$ cat src/rtl/alu_op_issue.sv
// ID/EX ALU-control stage: decodes ALUOp/funct/opcode into an ALU op and shift amount,
// registers it with stall/flush handling, and keeps a saturating count of illegal encodings.
module alu_op_issue #(
  parameter int NBITS   = 32,
  parameter int RNBITS  = 5,
  parameter int BOP     = 4,
  parameter int CNTBITS = 8
) (
  input  logic               i_clk,
  input  logic               i_reset,
  input  logic               i_Valid,
  input  logic [1:0]         i_ALUOp,
  input  logic [5:0]         i_Opcode,
  input  logic [5:0]         i_Funct,
  input  logic [RNBITS-1:0]  i_Shamt,
  input  logic [RNBITS-1:0]  i_RsLow,
  input  logic               i_Stall,
  input  logic               i_Flush,
  input  logic               i_ClearCount,
  output logic [BOP-1:0]     o_Op,
  output logic [RNBITS-1:0]  o_Shamt,
  output logic               o_Valid,
  output logic               o_Illegal,
  output logic [CNTBITS-1:0] o_IllegalCount
);

  localparam logic [BOP-1:0] OP_AND = BOP'(4'b0000);
  localparam logic [BOP-1:0] OP_OR  = BOP'(4'b0001);
  localparam logic [BOP-1:0] OP_ADD = BOP'(4'b0010);
  localparam logic [BOP-1:0] OP_SLL = BOP'(4'b0011);
  localparam logic [BOP-1:0] OP_SRL = BOP'(4'b0100);
  localparam logic [BOP-1:0] OP_SUB = BOP'(4'b0110);
  localparam logic [BOP-1:0] OP_SLT = BOP'(4'b0111);
  localparam logic [BOP-1:0] OP_NOR = BOP'(4'b1100);
  localparam logic [BOP-1:0] OP_XOR = BOP'(4'b1101);

  localparam logic [CNTBITS-1:0] CNT_MAX = {CNTBITS{1'b1}};
  // The forwarded rs value is never narrower than the shift field in a sane configuration.
  localparam int RS_USE = (NBITS >= RNBITS) ? RNBITS : NBITS;

  logic [BOP-1:0]     dec_op;
  logic [RNBITS-1:0]  dec_shamt;
  logic               dec_illegal;
  logic [RNBITS-1:0]  rs_shamt;

  logic [BOP-1:0]     op_q,      op_d;
  logic [RNBITS-1:0]  shamt_q,   shamt_d;
  logic               valid_q,   valid_d;
  logic               illegal_q, illegal_d;
  logic [CNTBITS-1:0] count_q,   count_d;
  logic               count_inc;

  assign rs_shamt = RNBITS'(i_RsLow[RS_USE-1:0]);

  // Decode class/funct/opcode; unknown encodings fall back to ADD with the illegal flag.
  always_comb begin
    dec_op      = OP_ADD;
    dec_shamt   = {RNBITS{1'b0}};
    dec_illegal = 1'b0;
    case (i_ALUOp)
      2'b00: dec_op = OP_ADD;
      2'b01: dec_op = OP_SUB;
      2'b10: begin
        case (i_Funct)
          6'b100000, 6'b100001: dec_op = OP_ADD;
          6'b100010, 6'b100011: dec_op = OP_SUB;
          6'b100100: dec_op = OP_AND;
          6'b100101: dec_op = OP_OR;
          6'b100110: dec_op = OP_XOR;
          6'b100111: dec_op = OP_NOR;
          6'b101010: dec_op = OP_SLT;
          6'b000000: begin dec_op = OP_SLL; dec_shamt = i_Shamt;  end
          6'b000010: begin dec_op = OP_SRL; dec_shamt = i_Shamt;  end
          6'b000100: begin dec_op = OP_SLL; dec_shamt = rs_shamt; end
          6'b000110: begin dec_op = OP_SRL; dec_shamt = rs_shamt; end
          default:   dec_illegal = 1'b1;
        endcase
      end
      2'b11: begin
        case (i_Opcode)
          6'b001000, 6'b001001: dec_op = OP_ADD;
          6'b001100: dec_op = OP_AND;
          6'b001101: dec_op = OP_OR;
          6'b001110: dec_op = OP_XOR;
          6'b001010: dec_op = OP_SLT;
          default:   dec_illegal = 1'b1;
        endcase
      end
      default: dec_op = OP_ADD;
    endcase
  end

  // Capture priority: flush bubble, then stall hold, then idle bubble, then capture.
  always_comb begin
    op_d      = op_q;
    shamt_d   = shamt_q;
    valid_d   = valid_q;
    illegal_d = illegal_q;
    count_inc = 1'b0;
    if (i_Flush || (!i_Stall && !i_Valid)) begin
      op_d      = OP_AND;
      shamt_d   = {RNBITS{1'b0}};
      valid_d   = 1'b0;
      illegal_d = 1'b0;
    end else if (i_Stall) begin
      op_d      = op_q;
    end else begin
      op_d      = dec_op;
      shamt_d   = dec_shamt;
      valid_d   = 1'b1;
      illegal_d = dec_illegal;
      count_inc = dec_illegal;
    end
  end

  // Saturating illegal counter; clear wins over a same-cycle increment.
  always_comb begin
    if (i_ClearCount) begin
      count_d = {CNTBITS{1'b0}};
    end else if (count_inc && (count_q != CNT_MAX)) begin
      count_d = count_q + CNTBITS'(1);
    end else begin
      count_d = count_q;
    end
  end

  // State registers with synchronous active-low reset overriding everything.
  always_ff @(posedge i_clk) begin
    if (!i_reset) begin
      op_q      <= OP_AND;
      shamt_q   <= {RNBITS{1'b0}};
      valid_q   <= 1'b0;
      illegal_q <= 1'b0;
      count_q   <= {CNTBITS{1'b0}};
    end else begin
      op_q      <= op_d;
      shamt_q   <= shamt_d;
      valid_q   <= valid_d;
      illegal_q <= illegal_d;
      count_q   <= count_d;
    end
  end

  assign o_Op           = op_q;
  assign o_Shamt        = shamt_q;
  assign o_Valid        = valid_q;
  assign o_Illegal      = illegal_q;
  assign o_IllegalCount = count_q;

endmodule

$ cat config.mk
export PLATFORM = sky130hd
export DESIGN_NAME = alu_op_issue
export DESIGN_NICKNAME = d
export VERILOG_FILES = /design/src/rtl/alu_op_issue.sv
export SDC_FILE = /design/constraint.sdc
export NUM_CORES = 1
export LEC_CHECK = 0
export CORE_MARGIN = 4
export CORE_UTILIZATION = 42
export DETAILED_ROUTE_END_ITERATION = 7
export GPL_ROUTABILITY_DRIVEN = 0
export PLACE_DENSITY = 0.85
export SYNTH_ARGS = -nofsm -noshare
export SYNTH_HDL_FRONTEND = slang
export SYNTH_SLANG_ARGS = --single-unit
$ cat constraint.sdc
create_clock -name i_clk -period 2.2 [get_ports i_clk]
set_input_delay 0.22 -clock i_clk [delete_from_list [all_inputs] [get_ports i_clk]]
set_output_delay 0.22 -clock i_clk [all_outputs]
set_load 0.005 [all_outputs]
==> flow_summary.ini <==
[run_status]
status = completed

[critical_path]
worst_setup_path_start_kind = register
timing.critical_path.cells = ha_1 -> and3_1 -> a311oi_2 -> nand4_2 -> or4_1 -> a21oi_1
cp_num_buf_inv = 0
required_ns = 2.44
critPathKind = reg2reg
cp_top_family = simple AND/OR/NAND/NOR gates
slowest_stage = or4_1
arrival_ns = 2.34
cp-end-kind = register
cp_max_fo = 6
r2r_slack_ns = 0.1
slowest_delay_ns = 0.51

[global_routing]
grt_overflow_total = 0
use_met2 = 0.3410
grt_pass1_wl_mm = 5.050
antenna_found_initial = 0
grt_use_met3 = 0.07127
track_usage = 0.1822
met1_usage = 0.1868
grt-busiest-layer = met2
grt_pass1_vias = 1246
grt_max_degree = 18

[yosys]
synth_area_um2 = 1145
synth_ff_type = dfxtp_1
yosysWarnings = 0
synth.distinct_cells = 44
synth_edf_count = 0
synth_top_area_cell = dfxtp_1
avgSynthCellArea_um2 = 8.608
synthCells = 133
synth-seq-cells = 19
syn-num-nets = 164
ys_async_sr_fraction = 0
synthTopCellsByArea = dfxtp_1, mux2_2, a21oi_1
synth.top_cell.area_share = 0.3322
ys_seq_area_frac = 0.3322

[floorplan]
die_w_um = 60.21
start_util = 0.4499
ioPinCount = 49
die_h_um = 60.21
num_rows = 18
coreArea_um2 = 2545
die-area_um2 = 3625

[drt]
wl_per_cell_um = 14.26
drt_iter0_markers = 31
vias = 1246
dr.pass1.iters = 4
postRouteAntennaNets = 0
totalWireLength_mm = 3.123
drcViolationCount = 0
via_per_inst = 5.689

[power_and_ir_drop]
power_uw = 674.6
leakage_nw = 0.5863
power.density_nw_per_um2 = 391.0
peakVddDrop_uv = 394.5

[place]
hpwl_mm = 2.509
placed_cell_area_um2 = 1699
place_ws_ns = 0.09811
placedCellCount = 215
port_buffers = 48

[cts]
clk_pin_slew_ns = 0.11
clock_latency_ns = 0.30
cts-root-buf = clkbuf_4
clock-sinks = 19
ctsResizeCount = 0
cts_hold_buffers = 0
numCtsBuffers = 3
clk_path_buf_depth = 2
cts_setup_buffers = 0
cts_tree = built
cts_max_level = 1

[sta]
setup_viol = 0
fin_crit_sh = 0.9552
relSlewSlack = 0.7839
rsz0062_at_grt = false
slew_viol_final = 0
hold_viol = 0
fin_tns_setup_ns = 0
worstMarginPinSlew_ns = 0.3235
fmax_ghz = 0.4759
layout_min_cycle_time_ns = 2.101
fin_skew_ns = 0.009456
setup_ws_ns = 0.09860

[final_layout]
final_cell_area_um2 = 1725
nets = 221
antenna_cells = 0
synthToLayoutAreaGrowth_pct = 50.71
stdcell_count = 219
drive_above_1_share = 0.1323

[min_path]
hold_path_class = reg2reg

[flow_run]
drv_cap = 0
-- power breakdown --
part           switching (mW)  leakage (nW)  internal (mW)
sequential            0.00186         0.153          0.347
clock                   0.103        0.0150         0.0706
combinational          0.0616         0.418         0.0908
total                   0.166         0.586          0.508
-- cells by family (layout without fill, tap and decap cells) --
family | Yosys count | after routing | synth area share
DFF | 19 | 19 | 0.3322
adders and majority gates | 1 | 1 | 0.01093
buffers and inverters | 8 | 64 | 0.04043
xor gates and xnor gates | 1 | 1 | 0.007652
and+or+nand+nor | 54 | 54 | 0.2765
AOI/OAI and AO/OA | 44 | 44 | 0.2743
muxes | 6 | 6 | 0.05792
-- cell usage in the layout (no fill, tap or decap), types with 3 or more instances in the layout --
master and instances:
clkdlybuf4s50_1 48, dfxtp_1 19, nor2_1 11, a21oi_1 11
buf_4 10, nand2_1 8, nor3_1 6, mux2_2 5
a22oi_1 5, o31ai_1 5, or4_1 5, o21ai_0 5
nand3_1 4, nand2b_1 3, or3_1 3, nor3b_1 3
clkbuf_4 3
-- registers in the layout, summed over array words and instances (netlist names) --
register,flops
o_Illegal,1
o_Shamt,5
o_IllegalCount,8
o_Valid,1
o_Op,4
-- metal layers --
layer  part of all wire  up-vias
met2               0.49       46
met1               0.40      569
met4             0.0090        0
li1                   -      627
met5                  0        -
met3              0.094        4
-- tightest hold or removal path: stages (launching register included) --
cell     delay [ns]
dfxtp_1        0.32
inv_1          0.05
a21oi_1        0.06
-- per-stage QoR --
step                hold slack, ns  utilization
floorplan                   0.4188            -
global placement            0.4382       0.6677
detailed placement          0.4594       0.6677
CTS                         0.4967       0.6780
global route                0.5151       0.6780
finish                      0.4828       0.6780
-- path summary, 6_finish.rpt --
path | start | endpoint | cells past startpoint
max reg2reg | o_IllegalCount[0] | o_IllegalCount[7] | 6
max | o_IllegalCount[0] | o_IllegalCount[7] | 6
min | o_Valid | o_Valid | 2
min reg2reg | o_Valid | o_Valid | 2
-- area by class of cell --
type                       count  area (um2)
fill                         216       819.5
timing repair buffer          58       555.5
sequential                    19       380.4
clock buffer                   4       26.28
inverter                       2       7.507
multi-input combinational    106       718.2
tap                           30       37.54
-- Yosys cell counts, types with 2 or more instances --
cell,instances
and3_1,2
a21oi_1,11
dfxtp_1,19
a211oi_1,2
or3_1,3
clkbuf_1,3
mux2_2,5
or4_1,5
o211ai_1,2
nor2b_1,2
nor3_1,6
nand3b_1,2
a31oi_1,2
inv_1,2
nand2b_1,3
nor2_1,11
buf_6,2
nand2_1,8
o31ai_1,5
o21ai_0,5
nor3b_1,3
a22oi_1,5
nand3_1,4
Power figures use the tool's default switching activity.
